File: src/rtl/dmem_responder.sv
// Multi-cycle data-memory responder for the MEM stage: one load/store at a time,
// served from a word array LATENCY cycles after acceptance, pipeline held on stall_o.
module dmem_responder #(
  parameter int DEPTH   = 32,
  parameter int ADDR_W  = 5,
  parameter int LATENCY = 2
) (
  input  logic        clk_i,
  input  logic        rst_i,
  input  logic        MemRead_i,
  input  logic        MemWrite_i,
  input  logic [31:0] addr_i,
  input  logic [31:0] data_i,
  output logic [31:0] data_o,
  output logic        stall_o,
  output logic        ack_o,
  output logic        err_o
);

  localparam logic [1:0] ST_IDLE  = 2'd0;
  localparam logic [1:0] ST_BUSY  = 2'd1;
  localparam logic [1:0] ST_DONE  = 2'd2;
  localparam logic [3:0] CNT_INIT = 4'(LATENCY - 1);

  logic [1:0]        state_q, state_d;
  logic [3:0]        cnt_q, cnt_d;
  logic              we_q, we_d;
  logic              re_q, re_d;
  logic [ADDR_W+1:0] addr_q, addr_d;
  logic [31:0]       wdat_q, wdat_d;
  logic [31:0]       data_q, data_d;
  logic              ack_q, ack_d;
  logic              err_q, err_d;

  logic [31:0]       mem_q [DEPTH];

  logic              req;
  logic              access;
  logic              aligned;
  logic              mem_we;
  logic [ADDR_W-1:0] idx;
  logic              unused_addr_hi;

  // Upper address bits are deliberately dropped so accesses wrap modulo DEPTH words.
  assign unused_addr_hi = ^addr_i[31:ADDR_W+2];

  assign req     = MemRead_i | MemWrite_i;
  assign idx     = addr_q[ADDR_W+1:2];
  assign aligned = (addr_q[1:0] == 2'b00);
  assign access  = (state_q == ST_BUSY) && (cnt_q == 4'd0);
  assign mem_we  = access & we_q & aligned;

  always_comb begin
    state_d = state_q;
    cnt_d   = cnt_q;
    we_d    = we_q;
    re_d    = re_q;
    addr_d  = addr_q;
    wdat_d  = wdat_q;
    data_d  = data_q;
    ack_d   = 1'b0;
    err_d   = 1'b0;
    case (state_q)
      ST_IDLE: begin
        if (req) begin
          we_d    = MemWrite_i;
          re_d    = MemRead_i;
          addr_d  = addr_i[ADDR_W+1:0];
          wdat_d  = data_i;
          cnt_d   = CNT_INIT;
          state_d = ST_BUSY;
        end
      end
      ST_BUSY: begin
        if (cnt_q == 4'd0) begin
          state_d = ST_DONE;
          ack_d   = 1'b1;
          // Simultaneous read+write still commits the store but is flagged.
          err_d   = ~aligned | (we_q & re_q);
          if (re_q && !we_q && aligned) begin
            data_d = mem_q[idx];
          end
        end else begin
          cnt_d = cnt_q - 4'd1;
        end
      end
      ST_DONE: begin
        // Unconditional return keeps a still-held request from being re-issued here.
        state_d = ST_IDLE;
        we_d    = 1'b0;
        re_d    = 1'b0;
      end
      default: begin
        state_d = ST_IDLE;
      end
    endcase
  end

  always_ff @(posedge clk_i or posedge rst_i) begin
    if (rst_i) begin
      state_q <= ST_IDLE;
      cnt_q   <= 4'd0;
      we_q    <= 1'b0;
      re_q    <= 1'b0;
      addr_q  <= '0;
      wdat_q  <= 32'd0;
      data_q  <= 32'd0;
      ack_q   <= 1'b0;
      err_q   <= 1'b0;
    end else begin
      state_q <= state_d;
      cnt_q   <= cnt_d;
      we_q    <= we_d;
      re_q    <= re_d;
      addr_q  <= addr_d;
      wdat_q  <= wdat_d;
      data_q  <= data_d;
      ack_q   <= ack_d;
      err_q   <= err_d;
    end
  end

  // Array is not reset; a reset during BUSY forces IDLE so mem_we drops before any edge.
  always_ff @(posedge clk_i) begin
    if (mem_we) begin
      mem_q[idx] <= wdat_q;
    end
  end

  assign stall_o = (state_q == ST_BUSY) | ((state_q == ST_IDLE) & req & ~rst_i);
  assign ack_o   = ack_q;
  assign err_o   = err_q;
  assign data_o  = data_q;

endmodule

File: config.mk
export PLATFORM = sky130hd
export DESIGN_NAME = dmem_responder
export DESIGN_NICKNAME = d
export VERILOG_FILES = /design/src/rtl/dmem_responder.sv
export SDC_FILE = /design/constraint.sdc
export NUM_CORES = 1
export LEC_CHECK = 0
export CORE_MARGIN = 3
export CORE_UTILIZATION = 60
export CTS_CLUSTER_DIAMETER = 40
export CTS_CLUSTER_SIZE = 25
export DETAILED_ROUTE_END_ITERATION = 8
export PLACE_DENSITY = 0.78
export SLEW_MARGIN = 20
export SYNTH_ARGS = -nofsm -noshare
export SYNTH_HDL_FRONTEND = slang
export SYNTH_SLANG_ARGS = --single-unit
export TNS_END_PERCENT = 50
File: constraint.sdc
create_clock -name clk_i -period 8.5 [get_ports clk_i]
set_clock_uncertainty 0.05 [all_clocks]
set_input_delay 2.55 -clock clk_i [delete_from_list [all_inputs] [get_ports clk_i]]
set_output_delay 2.55 -clock clk_i [all_outputs]
set_load 0.01 [all_outputs]
### Yosys cells after proc, flatten, opt, wreduce, memory -nomap -nowiden

Memory sizes are Yosys's and may differ from the RTL's. A register that Yosys moved wholly into a read port is not among the register bits.
Cells that the tools add are included.
W data, S select, Z words.

| storage, ports and cells | value |
|---|---|
| word-level logic and storage cells | 55 |
| memories | 1 |
| bits in registers | 49 |
| output and inout bits | 35 |
| RAM bits | 1024 |

| operators by class | value |
|---|---|
| muxes and demuxes | 16 |
| add/sub/neg operators | 1 |
| reductions and logical operators | 14 |
| bitwise logic cells | 10 |
| eq/ne operators | 5 |

Memory list:

| memory | depth | bits a word | rd ports | clocked after memory_dff | write ports | RTL line | text |
|---|---|---|---|---|---|---|---|
| mem_q | 32 | 32 | 1 | 1 | 1 | 35 | `logic [31:0] mem_q [DEPTH];` |

Operators by type and width:

| operator | number |
|---|---|
| $mux W1 | 8 |
| $mux W4 | 2 |
| $pmux W4 S2 | 1 |
| $reduce_and A2 Y1 | 3 |
| $reduce_and A3 Y1 | 2 |
| $and A1 B1 Y1 | 5 |
| $logic_not A2 Y1 | 2 |
| $logic_not A4 Y1 | 1 |
| $mux W2 | 2 |
| $ne A2 B2 Y1 const B | 2 |
| $pmux W1 S2 | 2 |
| $pmux W2 S2 | 1 |
| $reduce_bool A2 Y1 | 2 |
| $sub A4 B1 Y4 const B | 1 |
| $logic_and A1 B1 Y1 | 3 |
| $or A1 B1 Y1 | 3 |
| $eq A2 B1 Y1 const B | 1 |
| $eq A2 B2 Y1 const B | 1 |
| $ne A2 B1 Y1 const B | 1 |
| $not A1 Y1 | 2 |
| $logic_not A1 Y1 | 1 |

### Depth between registers and ports, before layout

| logic depth | value |
|---|---|
| word-level depth | 6 |
| gate-level depth with buffers | 8 |
| gate-level depth less buffers | 6 |

### Worst setup path after synthesis

No wires, ideal clock.

| path | value |
|---|---|
| path kind | input -> output |
| start point | input port rst_i |
| end point | output port stall_o |
| buffers on the path | 0 |
| arrival | 4518 ps |
| slack | 1382 ps |
| stages on the path | 2 |
| cells stage by stage | inv_1 -> a21o_1 |

| between the ends | value |
|---|---|
| cells in the longest elaborated chain, start to end | 3 |

Ends and longest elaborated chain:

| element | RTL line | text |
|---|---|---|
| from (decl) | 9 | `input logic rst_i,` |
| $not A1 Y1 | 130 | `assign stall_o = (state_q == ST_BUSY) \| ((state_q == ST_IDLE) & req & ~rst_i);` |
| $and A1 B1 Y1 | 130 |  |
| $or A1 B1 Y1 | 130 |  |
| to (decl) | 15 | `output logic stall_o,` |

No other way between the ends.

### Final worst setup path

| path | value |
|---|---|
| start point | input port MemRead_i |
| end point | output port stall_o |

| between the ends | value |
|---|---|
| cells in the longest elaborated chain, start to end | 4 |

Ends and longest elaborated chain:

| element | RTL line | text |
|---|---|---|
| from (decl) | 10 | `input logic MemRead_i,` |
| $or A1 B1 Y1 | 47 | `assign req = MemRead_i \| MemWrite_i;` |
| $and A1 B1 Y1 (2 in series) | 130 |  |
| $or A1 B1 Y1 | 130 |  |

No other way between the ends.

==> results_dict.tcl <==
set metrics [dict create \
    antenna_left 0 \
    grt_start_max_net_pins 122 \
    routed_via_density 6.65 \
    postLayoutCoreUtil_pct 69.9 \
    syn_area_um2 42000 \
    core_um2 68900 \
    yosysTopAreaCell "edfxtp_1" \
    die_y_um 271 \
    regArea_um2 32800 \
    drive_above_1_share_pct 14.5 \
    syn_nets 2350 \
    die_x_um 271 \
    dpl.hpwl_um 52700 \
    synth_top_area_share_pct 73.2 \
    path_class "input pin to output pin" \
    period_minus_slack_ns 6.63 \
    start_kind "input pin" \
    async_flop_share_pct 7.33 \
    grt_first_pass_wirelength_um 152000 \
    yosysUniqueCellTypes 47 \
    yosys-top-cells-area "edfxtp_1 73%, mux2i_1 12%, dfrtp_1 4.8%" \
    ys_seq_elements 1105 \
    rows 96 \
    drc 0 \
    gp_congestion 0.787 \
    initial_core_util_pct 60.9 \
    clock-root-buffer "clkbuf_16" \
    p_total_mw 16.4 \
    power.leakage_nw 16.6 \
    cts-resized-gates 0 \
    synth_ff_type "edfxtp_1" \
    numCtsBuffers 119 \
    yosysSeqAreaShare_pct 78.0 \
    yosys.cell_count.top_type "edfxtp_1" \
    cap_violations 0 \
    clkTransAtPathRegs_ns 0.05 \
    drt-wirelength-per-cell_um 30.5 \
    nets 2473 \
    drv_slew 0 \
    port_buffers 77 \
    wl_um 105000 \
    multi_input_area_um2 8810 \
    grt_pass1_vias 22800 \
    max_slew_margin_pct 19.6 \
    cts.sinks 1105 \
    grt_usage_pct 28.5 \
    vias 22900 \
    power_density_nw_per_um2 341 \
    cts_max_path_buffers 3 \
    clk-insertion-delay-late_ns 0.68 \
    synth_edf_count 1024 \
    path_max_fanout 2 \
    htreeDepth 3 \
    antenna_found_initial 0 \
    arrival_ns 4.03 \
    whs_path_depth 1 \
    worst_slew_pin_slew_ns 1.20 \
    synth_warnings 0 \
    cp-end-kind "output pin" \
    cts_tree "done" \
    synthCells 2280 \
    period_share_pct 78.0 \
    setup_tns_ns 0 \
    cts_hold_buf 0 \
    rsz0062_at_grt "no" \
    dr.first_iter.drc_count 2886 \
    dieArea_um2 73200 \
    max_freq_mhz 151 \
    reg2reg_depth 6 \
    fillers 4181 \
    grt-ovfl-total 0 \
    synth.top_cells.by_count "1,024 x edfxtp_1, 506 x mux2i_1, 250 x o22ai_1" \
    dr.pass1.iters 6 \
    status "finished, final reports clean" \
    boundaryPins 103 \
    syn_avg_cell_area_um2 18.4 \
    post-cts-setup-buffers 0 \
    hold_path_class "flip-flop to flip-flop" \
    setup_viol 0 \
    required_ns 5.90 \
    area_growth_syn_to_layout_pct 14.7 \
    hold_viol_final 0 \
    irDropWorstVdd_v 0.000290 \
]
## layer usage
layer	up-vias	GRT usage, %	wire (um)
met5	-	0	0
met4	0	10.3	3770
met3	248	5.84	10900
met2	1396	45.9	50700
met1	11700	39.2	39400
li1	9519	-	-
## cells in the final DEF (no fill, tap or decap), drive strengths merged, types with 5 or more instances in the layout
| master | instances |
|---|---|
| edfxtp | 1024 |
| mux2i | 506 |
| o22ai | 250 |
| clkbuf | 132 |
| dfrtp | 81 |
| clkdlybuf4s50 | 77 |
| nor2 | 74 |
| nor4 | 63 |
| buf | 58 |
| mux2 | 39 |
| clkinv | 33 |
| inv | 32 |
| a31oi | 31 |
| clkinvlp | 20 |
| bufinv | 15 |
| nand2 | 6 |
| nand4bb | 6 |
| nand3 | 5 |
## registers in the layout, indices dropped and copies added, names as in the netlist, 2 cells and up
name / cells
addr_q: 7
cnt_q: 4
data_o: 32
mem_q: 1024
state_q: 2
wdat_q: 32
## layout make-up
class / instances / area share [%]
diodes: 1 / 0.00519
clock inverters: 94 / 2.26
flip-flops and latches: 1105 / 68.0
multi-input cells: 1036 / 18.3
well taps: 931 / 2.42
inverters: 6 / 0.0519
clock buffers: 132 / 6.39
repair buffers: 135 / 2.53
## cells by family after synthesis
group | after synthesis | synth area share, %
and+or+nand+nor | 188 | 2.50
adders and majority gates | 2 | 0.0596
buffers and inverters | 139 | 1.66
xor gates and xnor gates | 2 | 0.0417
DFF | 1105 | 78.0
AOI/OAI and AO/OA | 296 | 4.45
muxes | 548 | 13.3
## power breakdown
group / internal, mW / total, mW / switching, mW
clock network: 3.13 / 5.34 / 2.21
logic: 1.43 / 3.24 / 1.81
registers: 6.93 / 7.84 / 0.904
## metrics by stage
| stage | cell area (um2) | cells | setup slack (ns) | hold WS (ns) |
|---|---|---|---|---|
| after detailed placement | 44000 | 3213 | 1.88 | 0.456 |
| after global routing | 48200 | 3439 | 1.80 | 0.495 |
| after floorplan | 42000 | 2280 | 1.38 | 0.419 |
| final | 48200 | 3440 | 1.87 | 0.467 |
| after global placement | 44000 | 3213 | 1.84 | 0.438 |
| after CTS | 48200 | 3439 | 1.86 | 0.464 |
## worst max-delay path: stages
cell and delay, ns:
clkdlybuf4s50_1 0.47, inv_1 0.09, a211oi_4 0.26, a21o_1 0.14, clkdlybuf4s50_1 0.52
## final timing paths
kind | slack (ns) | startpoint | end
max in group asynchronous | 5.28 | rst_i | addr_q[3]
hold reg to reg | 0.47 | cnt_q[0] | cnt_q[0]
hold / removal | 0.47 | cnt_q[0] | cnt_q[0]
setup / recovery | 1.87 | MemRead_i | stall_o
setup reg to reg | 4.01 | addr_q[3] | data_o[31]
min in group asynchronous | 2.41 | rst_i | wdat_q[29]
No activity file was read; power rests on OpenSTA's default activity.
